**src/rtl/peak_frame_controller.sv**
```systemverilog
// rtl/peak_frame_controller.sv - per-frame peak-bin search over an FFT magnitude stream
// One result per DEPTH-bin frame, held in a one-deep valid/ready buffer.
module peak_frame_controller #(
  parameter int DEPTH     = 4096,
  parameter int MAG_WIDTH = 96,
  parameter int K_WIDTH   = 12
) (
  input  logic                 clock,
  input  logic                 reset_n,
  input  logic                 enable,
  input  logic                 clear_flags,
  input  logic [K_WIDTH-1:0]   cfg_k_lo,
  input  logic [K_WIDTH-1:0]   cfg_k_hi,
  input  logic [MAG_WIDTH-1:0] cfg_threshold,
  input  logic                 data_valid,
  input  logic [MAG_WIDTH-1:0] data_in,
  input  logic [K_WIDTH-1:0]   k_in,
  output logic                 peak_valid,
  input  logic                 peak_ready,
  output logic [K_WIDTH-1:0]   peak_k,
  output logic [MAG_WIDTH-1:0] peak_mag,
  output logic                 peak_found,
  output logic                 busy,
  output logic                 overrun,
  output logic                 seq_error
);

  typedef enum logic {IDLE, SCAN} state_t;

  localparam logic [K_WIDTH-1:0] LAST_K = K_WIDTH'(DEPTH - 1);

  state_t               state;
  logic [K_WIDTH-1:0]   exp_k;
  logic [K_WIDTH-1:0]   win_lo_q, win_hi_q;
  logic [MAG_WIDTH-1:0] thr_q;
  logic [MAG_WIDTH-1:0] run_max;
  logic [K_WIDTH-1:0]   run_k;
  logic                 run_found;

  logic                 start, in_seq, bad_seq, frame_end, accept, upd;
  logic [K_WIDTH-1:0]   win_lo, win_hi;
  logic [MAG_WIDTH-1:0] win_thr;
  logic [MAG_WIDTH-1:0] nxt_max;
  logic [K_WIDTH-1:0]   nxt_k;
  logic                 nxt_found;

  assign start     = (state == IDLE) && enable && data_valid && (k_in == '0);
  assign in_seq    = (state == SCAN) && enable && data_valid && (k_in == exp_k);
  assign bad_seq   = (state == SCAN) && enable && data_valid && (k_in != exp_k);
  assign frame_end = in_seq && (k_in == LAST_K);
  assign accept    = peak_valid && peak_ready;

  // The first bin of a frame is judged against the live config, which is latched on that same edge.
  always_comb begin
    win_lo  = start ? cfg_k_lo      : win_lo_q;
    win_hi  = start ? cfg_k_hi      : win_hi_q;
    win_thr = start ? cfg_threshold : thr_q;
    upd = (start || in_seq) && (k_in >= win_lo) && (k_in <= win_hi) && (data_in >= win_thr)
          && (start || !run_found || (data_in > run_max));
    nxt_max   = start ? '0 : run_max;
    nxt_k     = start ? '0 : run_k;
    nxt_found = start ? 1'b0 : run_found;
    if (upd) begin
      nxt_max   = data_in;
      nxt_k     = k_in;
      nxt_found = 1'b1;
    end
  end

  always_ff @(posedge clock or negedge reset_n) begin
    if (!reset_n) begin
      state      <= IDLE;
      exp_k      <= '0;
      win_lo_q   <= '0;
      win_hi_q   <= '0;
      thr_q      <= '0;
      run_max    <= '0;
      run_k      <= '0;
      run_found  <= 1'b0;
      peak_valid <= 1'b0;
      peak_k     <= '0;
      peak_mag   <= '0;
      peak_found <= 1'b0;
      busy       <= 1'b0;
      overrun    <= 1'b0;
      seq_error  <= 1'b0;
    end else begin
      run_max   <= nxt_max;
      run_k     <= nxt_k;
      run_found <= nxt_found;

      case (state)
        IDLE: begin
          if (start) begin
            state    <= SCAN;
            busy     <= 1'b1;
            exp_k    <= K_WIDTH'(1);
            win_lo_q <= cfg_k_lo;
            win_hi_q <= cfg_k_hi;
            thr_q    <= cfg_threshold;
          end
        end
        SCAN: begin
          if (!enable || bad_seq || frame_end) begin
            state <= IDLE;
            busy  <= 1'b0;
          end else if (in_seq) begin
            exp_k <= exp_k + K_WIDTH'(1);
          end
        end
        default: begin
          state <= IDLE;
          busy  <= 1'b0;
        end
      endcase

      // run_k/run_max stay zero unless a bin qualified, so a no-peak result publishes zeros.
      if (frame_end && (!peak_valid || accept)) begin
        peak_valid <= 1'b1;
        peak_k     <= nxt_k;
        peak_mag   <= nxt_max;
        peak_found <= nxt_found;
      end else if (accept) begin
        peak_valid <= 1'b0;
      end

      overrun   <= (overrun && !clear_flags) || (frame_end && peak_valid && !peak_ready);
      seq_error <= (seq_error && !clear_flags) || bad_seq;
    end
  end

endmodule

```
**config.mk**
```make
export PLATFORM = sky130hd
export DESIGN_NAME = peak_frame_controller
export DESIGN_NICKNAME = d
export VERILOG_FILES = /design/src/rtl/peak_frame_controller.sv
export SDC_FILE = /design/constraint.sdc
export NUM_CORES = 1
export LEC_CHECK = 0
export BUFFER_PORTS_ARGS = -buffer_cell sky130_fd_sc_hd__buf_2
export CAP_MARGIN = 20
export CORE_UTILIZATION = 62
export CTS_CLUSTER_SIZE = 10
export DETAILED_ROUTE_END_ITERATION = 8
export GPL_ROUTABILITY_DRIVEN = 0
export GPL_TIMING_DRIVEN = 0
export PLACE_DENSITY = 0.87
export SLEW_MARGIN = 0
export SYNTH_ARGS = -nofsm -noshare
export SYNTH_HDL_FRONTEND = slang
export SYNTH_SLANG_ARGS = --single-unit
```
**constraint.sdc**
```tcl
create_clock -name clock -period 9.7 [get_ports clock]
set_input_delay 0.485 -clock clock [delete_from_list [all_inputs] [get_ports clock]]
set_output_delay 0.485 -clock clock [all_outputs]
set_load 0.02 [all_outputs]
```
Word level (Yosys, flattened, before mapping)
Index checks and enable logic that the tools add are counted.

storage, ports and cells
  register bits after elaboration = 355
  output and inout bits = 113
  logic and storage cells = 84

cells by class
  add/sub/neg operators = 1
  order comparisons = 4
  equality and inequality tests = 7
  muxes and demuxes = 21
  bitwise operators = 1
  reduce and logical (&&, ||, !) cells = 35

operators by type and width
  operator                                                                 number
  96-bit 2-to-1 mux                                                        3
  96-bit >= comparator                                                     1
  96-bit > comparator                                                      1
  12-bit 2-to-1 mux                                                        7
  12-bit case mux with 2 select lines                                      1
  1-bit logical AND                                                        18
  12-bit by 1-bit adder with 12-bit output, second input constant          1
  12-bit equality test                                                     1
  12-bit equality test, second input constant                              1
  12-bit >= comparator                                                     1
  12-bit <= comparator                                                     1
  12-bit logical NOT                                                       1
  12-bit inequality test                                                   1
  1-bit logical OR                                                         8
  1-bit 2-to-1 mux                                                         8
  1-bit logical NOT                                                        5
  2-bit by 1-bit inequality test with 1-bit output, second input constant  2
  2-bit inequality test, second input constant                             2
  1-bit case mux with 2 select lines                                       2
  3-bit AND reduction                                                      1
  2-bit AND reduction                                                      1
  2-bit nonzero test                                                       1
  1-bit NOT                                                                1

Logic depth before layout (Yosys ltp)
  depth after elaboration = 11
  mapped depth = 22

Worst setup path after synthesis
OpenSTA, ideal clock, no wires.

  path type = in2reg
  start point = input port k_in[1]
  end point = register run_k[10]
  setup time = 0.125 ns
  data arrival time = 4.558 ns
  path slack = 5.017 ns
  stages on the path = 20
  path buffers = 5
  path through = nor4_1 and4_1 clkbuf_1 clkbuf_1 clkbuf_1 nand2_1 nand2_1 inv_1 ha_1 and4_1 nand3_1 or4_1 a311oi_1 or4_1 nand4_1 a211o_1 buf_2 nor2_2 buf_4 mux2_2

on the way
  cells in the longest elaborated chain, start to end = 9

ends and longest elaborated chain
  element                                                       line  text
  start, declared                                               17    input logic [K_WIDTH-1:0] k_in,
  branches (longest 8 deep; another with 96-bit >= comparator)  -
  12-bit 2-to-1 mux (*)                                         63    if (upd) begin
  net nxt_k[10]                                                 44    logic [K_WIDTH-1:0] nxt_k;
  end signal, assigned                                          89    run_k <= nxt_k;
  end, declared                                                 37    logic [K_WIDTH-1:0] run_k;

Mark *: on every way through the listed nets, which the timed path passes.
A chain may end at the register's enable or synchronous reset.

Worst setup path after layout
  start point = register state
  end point = register run_max[71]

on the way
  cells in the longest elaborated chain, start to end = 11

ends and longest elaborated chain
  element                                                        line  text
  start, declared                                                32    state_t state;
  start signal, assigned                                         72    state <= IDLE;
  start signal, assigned                                         95    state <= SCAN;
  start signal, assigned                                         105   state <= IDLE;
  branches (longest 10 deep; another with 96-bit >= comparator)  -
  96-bit 2-to-1 mux (*)                                          63
  net nxt_max[71]                                                43    logic [MAG_WIDTH-1:0] nxt_max;
  end signal, assigned                                           88    run_max <= nxt_max;
  end, declared                                                  36    logic [MAG_WIDTH-1:0] run_max;

Marked as above.

==> flow_summary.yaml <==
timing:
  fin_crit_ns: 7.52
  relSlewSlack_pct: 25.9
  rsz0062_at_grt: "false"
  setup_viol: 0
  finalMaxSlewViolations: 0
  hold_viol_final: 0
  period_share_pct: 77.5
  worstMarginPinSlew_ns: 1.10
  fmaxAchievable_mhz: 133
  setup_tns_ns: 0
  fin_skew_ns: 0.0164
pwr:
  p_int_mw: 2.40
  total_power_mw: 3.15
  p_per_area_nw_per_um2: 134
  p_leak_nw: 11.8
  p_switching_uw: 747
  comb_power_share_pct: 7.5
  p_seq_share_pct: 47.1
  clockPowerShare_pct: 45.4
  vdd_drop_max_v: 0.000106
  p_sw_share_pct: 23.7
clock_tree:
  cts_tree: "yes"
  numCtsBuffers: 42
  ctsResizeCount: 0
  clock_path_buffers: 3
  insertion_delay_ns: 0.54
  cts.htree.levels: 2
  cts_setup_buffers: 0
  hold_buffers: 0
  cts_sinks: 355
  ctsRootBufferMaster: "clkbuf_16"
  path_clk_slew_ns: 0.05
floorplanning:
  dieArea_um2: 33000
  initial_core_util_pct: 63.3
  ios: 347
  dieHeight_um: 182
  core_um2: 31600
  die_x_um: 182
  rows: 65
routing:
  routed_via_density: 6.19
  drc: 0
  route.vias.total: 19206
  drt_iter0_drc: 1950
  wl_per_cell_um: 20.5
  drt_pre_antenna_iters: 6
  antenna_left: 0
  totalWireLength_um: 63700
synth:
  synth_top_area_cell: "dfrtp_1"
  synthArstFlopShare_pct: 100
  synth.mux.area_fraction_pct: 0.731
  synth_top_family_by_area: "simple AND/OR/NAND/NOR gates"
  synthAdderAreaFrac_pct: 13.6
  syn_area_um2: 20000
  synth_compound_area_share_pct: 16.0
  avgSynthCellArea_um2: 8.73
  synth_common_cells: "nand2_1 (514), dfrtp_1 (355), inv_1 (223)"
  synth_area_leaders: "dfrtp_1 (44%), ha_1 (14%), nand2_1 (9.6%), inv_1 (4.2%), a21oi_1 (4.0%)"
  syn-num-nets: 2743
  synth_top_area_share_pct: 44.4
  seq_area_frac_synth_pct: 44.4
  yosys.area_share.simple_pct: 17.9
  synthXorXnorAreaFrac_pct: 0.744
  synth_seq_cells: 355
  synthCells: 2292
  synth_cell_types: 51
  synth_most_common_cell: "nand2_1"
  synth_edf_count: 0
  synth_flop_cell: "dfrtp_1"
  synth_warnings: 0
critical_path:
  critPathKind: "flip-flop to flip-flop"
  r2r_cells: 21
  startpoint_type: "flip-flop"
  endpoint_kind: "flip-flop"
  worstPathRequired_ns: 10.10
  path_max_fanout: 10
  cp.arrival_ns: 7.91
placement:
  hpwl_um: 46900
  io_buffers: 346
run_status:
  status: "completed"
global_route:
  overflow: 0
  antenna_found_initial: 8
  grt_pass1_wl_um: 100000
  grt_pass1_vias: 19509
  grt_usage_pct: 38.7
  grt_max_degree: 125
cells_and_area:
  drive_above_1_share_pct: 17.6
  nets: 3137
  area_delta_synth_final_pct: 17.5
job:
  cap_viol_max_count: 0
worst_hold_path:
  min_path_type: "primary input to asynchronous set/reset pin"
[registers in the layout (all words and copies together) (netlist names)]
| name | count |
|---|---|
| peak_mag | 96 |
| run_max | 96 |
| thr_q | 96 |
| exp_k | 12 |
| peak_k | 12 |
| run_k | 12 |
| win_hi_q | 12 |
| win_lo_q | 12 |
| busy | 1 |
| overrun | 1 |
| peak_found | 1 |
| peak_valid | 1 |
| run_found | 1 |
| seq_error | 1 |
| state | 1 |
[logic make-up (layout without fill, tap and decap cells)]
family / after synthesis / count (layout)
simple gates: 848 / 848
compound gates: 500 / 500
flops: 355 / 355
buf+inv: 342 / 746
fa+ha+maj: 217 / 217
xor+xnor: 17 / 17
mux: 13 / 13
other cells: 0 / 7
[cell type report]
type,instances,area [um2]
Fill cell,2250,8100
Inverter,223,837
Clock inverter,1,8.76
Clock buffer,53,1160
Sequential cell,355,8880
Tap cell,402,503
Timing Repair Buffer,350,1820
Antenna cell,7,17.5
Buffer,119,504
Multi-Input combinational cell,1595,9800
[cells in the final DEF, fill, tap and decap left out, types with 5 or more instances in the layout]
cell type,instances
buf_2,364
and2_1,13
buf_1,7
o211ai_2,30
nor3_1,12
o31ai_1,5
nand4_1,45
clkbuf_1,89
nand2b_1,7
a211oi_1,5
a21oi_1,161
inv_1,223
o211ai_1,69
xor2_1,13
nor4_1,15
clkbuf_16,43
a21o_1,19
or3_1,6
and3_1,6
dfrtp_1,355
clkbuf_8,5
o21ai_1,41
o21ai_0,44
ha_1,217
nor2_1,137
mux2_2,13
a31oi_1,97
buf_4,9
a221oi_1,6
and4_1,5
nand3_1,79
nand2_1,514
diode_2,7
[path summary, 6_finish.rpt]
path,start,slack (ns),end
max,state,2.18,run_max[71]
min,reset_n,0.03,thr_q[82]
max reg2reg,state,2.18,run_max[71]
min reg2reg,thr_q[9],0.47,thr_q[9]
max in group asynchronous,reset_n,8.00,thr_q[26]
min in group clock,clear_flags,0.15,overrun
[per-layer routing]
| layer | share of wire (%) | global-route usage (%) |
|---|---|---|
| met5 | 0.033 | 0 |
| met4 | 6.5 | 24.2 |
| met2 | 46 | 61.6 |
| met1 | 38 | 48.7 |
| met3 | 9.9 | 7.54 |
[critical path: stages (launching register included)]
cell	delay (ns)
dfrtp_1	0.44
nor3_1	0.25
and4_1	0.21
clkbuf_1	0.71
clkbuf_1	0.66
clkbuf_1	0.78
nand2_1	0.13
nand2_1	0.11
inv_1	0.07
ha_1	0.29
nand4_1	0.12
nor4_1	0.62
nand3_1	0.37
nor4_1	0.66
o21ai_0	0.35
and3_1	0.31
a211o_1	0.25
buf_2	0.23
buf_4	0.24
buf_4	0.21
o211ai_2	0.24
o21ai_1	0.11
[through the flow]
step / util (%) / hold WS [ns] / area, um2 / cells / worst slack [ns]
after floorplan: - / 0.189 / 20000 / 2292 / 5.02
after global placement: 70.3 / 0.452 / 22300 / 3040 / 1.46
after detailed placement: 70.6 / 0.460 / 22300 / 3043 / 2.00
after CTS: 74.3 / 0.0926 / 23500 / 3097 / 2.33
after global routing: 74.4 / 0.125 / 23500 / 3104 / 1.99
final: 74.4 / 0.0275 / 23500 / 3105 / 2.18
[power groups by stage]
stage                     sequential [mW]  combinational [mW]  clock [mW]
after detailed placement             1.51               0.229           0
after global routing                 1.48               0.264        1.49
after CTS                            1.48               0.232        1.43
after global placement               1.51               0.214           0
after floorplan                      1.51              0.0904           0
final                                1.48               0.236        1.43
(Power assumes the default switching activity.)
